==> config.mk <==
export PLATFORM = sky130hd
export DESIGN_NAME = decoder_rr_arbiter
export DESIGN_NICKNAME = d
export VERILOG_FILES = /design/src/rtl/decoder_rr_arbiter.sv
export SDC_FILE = /design/constraint.sdc
export NUM_CORES = 1
export LEC_CHECK = 0
export BUFFER_PORTS_ARGS = -buffer_cell sky130_fd_sc_hd__buf_2
export CORE_MARGIN = 2
export CORE_UTILIZATION = 35
export DETAILED_ROUTE_END_ITERATION = 16
export PLACE_DENSITY = 0.65
export SLEW_MARGIN = 40
export SYNTH_ARGS = -nofsm -noshare
export SYNTH_HDL_FRONTEND = slang
export SYNTH_SLANG_ARGS = --single-unit
export TNS_END_PERCENT = 10
==> constraint.sdc <==
create_clock -name clk_i -period 2.5 [get_ports clk_i]
set_input_delay 0.75 -clock clk_i [delete_from_list [all_inputs] [get_ports clk_i]]
set_output_delay 0.75 -clock clk_i [all_outputs]
set_load 0.1 [all_outputs]
==> src/rtl/decoder_rr_arbiter.sv <==
// decoder_rr_arbiter
//   Round-robin arbiter that shares one 4-way one-hot address decoder between
//   four requesters. A single winner is registered, its index drives the
//   decoder address with enable=1, and the decoder's one-hot line is mirrored
//   back out as the grant vector. The grant is held until the owner releases.
//   After each release there is one turnaround cycle, and then priority rotates.
//
//   Optional feature: define ARB_TIMEOUT_EN to add an 8-bit hold counter. The
//   counter forces a release after MAX_HOLD grant cycles and pulses timeout_o.
//   Without the macro, a grant is held until the owner lets go, and timeout_o
//   stays 0.
//
//   All outputs come from flops. No combinational path runs from req_i/done_i
//   to any output.

module decoder_rr_arbiter #(
  parameter int NUM_REQ  = 4,
  parameter int ADDR_W   = 2,
  parameter int MAX_HOLD = 8
) (
  input  logic              clk_i,
  input  logic              rst_i,
  input  logic [3:0]        req_i,
  input  logic [3:0]        done_i,
  output logic [ADDR_W-1:0] dec_addr_o,
  output logic              dec_en_o,
  output logic [3:0]        grant_o,
  output logic [ADDR_W-1:0] owner_idx_o,
  output logic              timeout_o
);

  // The one-hot width is tied to the decoder. Reject other shapes at elaboration.
  if (NUM_REQ != 4 || ADDR_W != 2 || MAX_HOLD < 1 || MAX_HOLD > 255) begin : g_bad_cfg
    $error("decoder_rr_arbiter: NUM_REQ=4, ADDR_W=2, MAX_HOLD in 1..255 required");
  end

  typedef enum logic [1:0] {
    S_IDLE  = 2'd0,
    S_GRANT = 2'd1,
    S_REL   = 2'd2
  } state_t;

  state_t              state_q,    state_d;
  logic [ADDR_W-1:0]   ptr_q,      ptr_d;
  logic [ADDR_W-1:0]   owner_q,    owner_d;
  logic [ADDR_W-1:0]   dec_addr_q, dec_addr_d;
  logic                dec_en_q,   dec_en_d;
  logic [NUM_REQ-1:0]  grant_q,    grant_d;
  logic                timeout_q,  timeout_d;

  logic                win_found;
  logic [ADDR_W-1:0]   win_idx;
  logic [ADDR_W-1:0]   scan_idx;
  logic                owner_rel;
  logic                expire;

  // Rotating priority search. Start at ptr_q and walk upward. The 2-bit index
  // wraps naturally from 3 back to 0.
  always_comb begin
    win_found = 1'b0;
    win_idx   = '0;
    scan_idx  = '0;
    for (int k = 0; k < NUM_REQ; k++) begin
      scan_idx = ptr_q + k[ADDR_W-1:0];
      if (!win_found && req_i[scan_idx]) begin
        win_found = 1'b1;
        win_idx   = scan_idx;
      end
    end
  end

  // Only the owner's bits count. A done strobe and a request drop in the
  // same cycle are one release.
  assign owner_rel = done_i[owner_q] | ~req_i[owner_q];

`ifdef ARB_TIMEOUT_EN
  logic [7:0] hold_q, hold_d;

  // hold_q counts completed grant cycles. Expiry fires in the last allowed cycle.
  assign expire = (hold_q == 8'(MAX_HOLD - 1));

  // The hold counter clears when a grant is issued and advances while the grant is held.
  always_comb begin
    hold_d = hold_q;
    if (state_q == S_IDLE && win_found) begin
      hold_d = '0;
    end else if (state_q == S_GRANT) begin
      hold_d = hold_q + 8'd1;
    end
  end

  // Hold counter register.
  always_ff @(posedge clk_i) begin
    if (rst_i) begin
      hold_q <= '0;
    end else begin
      hold_q <= hold_d;
    end
  end
`else
  // With no counter, a grant never expires.
  assign expire = 1'b0;
`endif

  // FSM next state and registered output values. Defaults hold every register.
  always_comb begin
    state_d    = state_q;
    ptr_d      = ptr_q;
    owner_d    = owner_q;
    dec_addr_d = dec_addr_q;
    dec_en_d   = dec_en_q;
    grant_d    = grant_q;
    timeout_d  = 1'b0;
    unique case (state_q)
      S_IDLE: begin
        if (win_found) begin
          state_d    = S_GRANT;
          owner_d    = win_idx;
          dec_addr_d = win_idx;
          dec_en_d   = 1'b1;
          grant_d    = NUM_REQ'(1) << win_idx;
          ptr_d      = win_idx + ADDR_W'(1);
        end
      end
      S_GRANT: begin
        if (owner_rel || expire) begin
          state_d    = S_REL;
          dec_addr_d = '0;
          dec_en_d   = 1'b0;
          grant_d    = '0;
          // When the owner releases in the same cycle, a forced release is not reported.
          timeout_d  = expire & ~owner_rel;
        end
      end
      S_REL: begin
        // Turnaround cycle. Requests wait for IDLE.
        state_d = S_IDLE;
      end
      default: begin
        state_d    = S_IDLE;
        dec_addr_d = '0;
        dec_en_d   = 1'b0;
        grant_d    = '0;
      end
    endcase
  end

  // State and output registers. Reset wins over everything, including a live grant.
  always_ff @(posedge clk_i) begin
    if (rst_i) begin
      state_q    <= S_IDLE;
      ptr_q      <= '0;
      owner_q    <= '0;
      dec_addr_q <= '0;
      dec_en_q   <= 1'b0;
      grant_q    <= '0;
      timeout_q  <= 1'b0;
    end else begin
      state_q    <= state_d;
      ptr_q      <= ptr_d;
      owner_q    <= owner_d;
      dec_addr_q <= dec_addr_d;
      dec_en_q   <= dec_en_d;
      grant_q    <= grant_d;
      timeout_q  <= timeout_d;
    end
  end

  assign dec_addr_o  = dec_addr_q;
  assign dec_en_o    = dec_en_q;
  assign grant_o     = grant_q;
  assign owner_idx_o = owner_q;
  assign timeout_o   = timeout_q;

endmodule

==> run metrics <==
H-tree levels=1; CP Data Arrival Time=2120 ps; min Tclk post-route=1961 ps; FF+latch area=260.3 µm²; Final nets=118; Max Cap Viol=0; final hold vios=0; Crit Path Category=in -> reg; Critical Path Fanout Max=7; GR met2 Demand/Resource=0.2325; synth unique cells=36; Antenna Nets Post-Route=0; vias=about 670; Leak Pwr=0.3907 nW; P per Cell Area=between 800 and 900 nW/µm²; synthesized area=753.2 µm²; routability congestion estimate=0.7412; fin util=0.4450; footprint of the multi-input gates=446.7 µm²; most numerous cell in the Yosys netlist=dfxtp_1; leading area contributor after synthesis=dfxtp_1; status=finished, final reports clean; total die area=2539 µm²; IO Count=20; # clock sinks=13; DRC=0; Num CTS Buffers=3; M1 GR Usage=0.1927; Antenna diodes=0; RSZ-0062 raised after global routing=no; syn_nets=97; die width=~50 µm; synthesized area per cell=~8.9 µm²; Main synth FF type=dfxtp_1; CTS resizes=0; Yosys warning total=0; HP Class=reg -> reg; Layout area overhead=18.27%; dominant cells by area after synthesis=dfxtp_1 35%, nor2b_1 5.0%, a21oi_1 4.0%; Overflow after GRT=0; Starting Density=0.3762; Rows=16; CP endpoint kind=flop; postcts setup bufs=0; Post-synth ARST share=0; Die Ht=50.39 µm; layout cells sized above 1=0.2667; GR Layer Usage met3=0.02976; CTS tree=built; Commonest cells post-synth=13 x dfxtp_1, 6 x a21oi_1, 6 x nor2b_1, 5 x inv_1, 5 x nand3_1; All-Layer GR Usage=0.1455; max-slew violation count=0; Layout Skew=approximately 3.3 ps; critical path's slowest cell=mux4_2; CP Launch Type=input port; largest net degree at the start of global routing=12; Wirelength per Cell=12.90 µm; GRT Max-Usage Layer=met2; Clock transition at path regs=80 ps; post-DR vias/cell=5.068; period utilization=0.7844; Critical Path RT=2660 ps; total power=0.7209 mW; worst hold margin=483.3 ps; drt first-iter violations=7; Worst-Skew Late Latency=270 ps; Max stage delay on crit path=between 500 and 600 ps; Max rail drop VDD=around 0.40 mV; Cell Chain, Critical Path=buf_2, nor2b_1, mux4_2, and2_4, a311o_1; Buf/Inv on CP=1; Fmax=509.9 MHz; Hold-fix buffers, CTS=0; CP top delay family=multiplexers; Clock Path Buffers=2; Post-Syn Instances=85; vias in the first global route=639; Root Driver=clkbuf_4; DPL Wire Length=approximately 1.3 mm; final wirelength=roughly 1.7 mm; share of the synthesized area in the top cell type=0.3455; Filler Cells Inserted=around 220; register bit total from synthesis=13; global-route wire length before repair=between 2 and 3 mm; Pre-antenna DRT Iters=4; Final Setup Violations=0; register area share after synthesis=0.3455; number of synthesized flops with an enable pin=0; initial antenna violation count=0; Core ar.=roughly 2000 µm²; port buffer count=18; final setup TNS=0 ps
==> power by group <==
group          internal [mW]  switching, mW  leakage (nW)
Combinational         0.0867          0.238         0.269
Sequential             0.238         0.0291         0.107
Clock                 0.0618         0.0671        0.0150
Total                  0.386          0.335         0.391
==> cells in the final DEF (no fill, tap or decap), types with 3 or more instances in the layout <==
cell type,count
nand2_1,3
nor2_1,3
a21oi_1,6
buf_2,18
inv_1,5
nor3b_1,3
nor2b_1,6
nand3_1,5
o21a_1,4
dfxtp_1,13
o21bai_1,3
clkbuf_4,3
==> flip-flops by register name, indices dropped and copies added, names as in the netlist <==
register	cells
owner_idx_o	2
grant_o	4
ptr_q	2
dec_en_o	1
dec_addr_o	2
state_q	2
==> cells by family (layout without fill, tap and decap cells) <==
family          Yosys count  in the layout  synth area share
compound gates           23             23            0.2176
fa+ha+maj                 2              2           0.03322
buf+inv                   9             29           0.06146
flops                    13             13            0.3455
mux                       1              1           0.02990
other cells               1              1          0.004979
simple gates             36             36            0.3073
==> worst register-to-register path, cell delays in order, from the launching register on <==
cell and delay, ps:
dfxtp_1 390, nand2b_1 150, a21oi_1 100, or3_1 370, inv_1 100, ha_1 130
nor3b_1 160, o21bai_1 90, a21oi_1 130
==> stage by stage <==
step	cells	worst slack (ps)	instance area [µm²]
finish	132	539.0	890.9
global route	132	419.0	890.9
CTS	132	535.3	890.9
detailed placement	128	258.5	864.6
global placement	128	266.4	864.6
floorplan	85	256.7	753.2
==> area by class of cell <==
type                            count  share of cell area
Inverter                            5             0.02107
Multi-Input combinational cell     63              0.5014
Sequential cell                    13              0.2921
Tap cell                           27             0.03792
Timing Repair Buffer               20              0.1180
Clock buffer                        4             0.02949
==> worst paths after layout <==
| path | start | cells past startpoint | slack [ps] | end |
|---|---|---|---|---|
| setup / recovery | req_i[3] | 5 | 540 | dec_addr_o[1]$_SDFFE_PP0P_ |
| hold / removal | grant_o[1]$_SDFFE_PP0P_ | 2 | 480 | grant_o[1]$_SDFFE_PP0P_ |
| setup reg to reg | ptr_q[0]$_SDFFE_PP0P_ | 8 | 820 | grant_o[2]$_SDFFE_PP0P_ |
| hold reg to reg | grant_o[1]$_SDFFE_PP0P_ | 2 | 480 | grant_o[1]$_SDFFE_PP0P_ |
==> per-layer routing <==
metal,wire length [µm],part of all wire
met1,855,0.50
met2,759,0.45
met3,75,0.044
met4,13,0.0076
met5,0,0
Power figures use the tool's default switching activity.
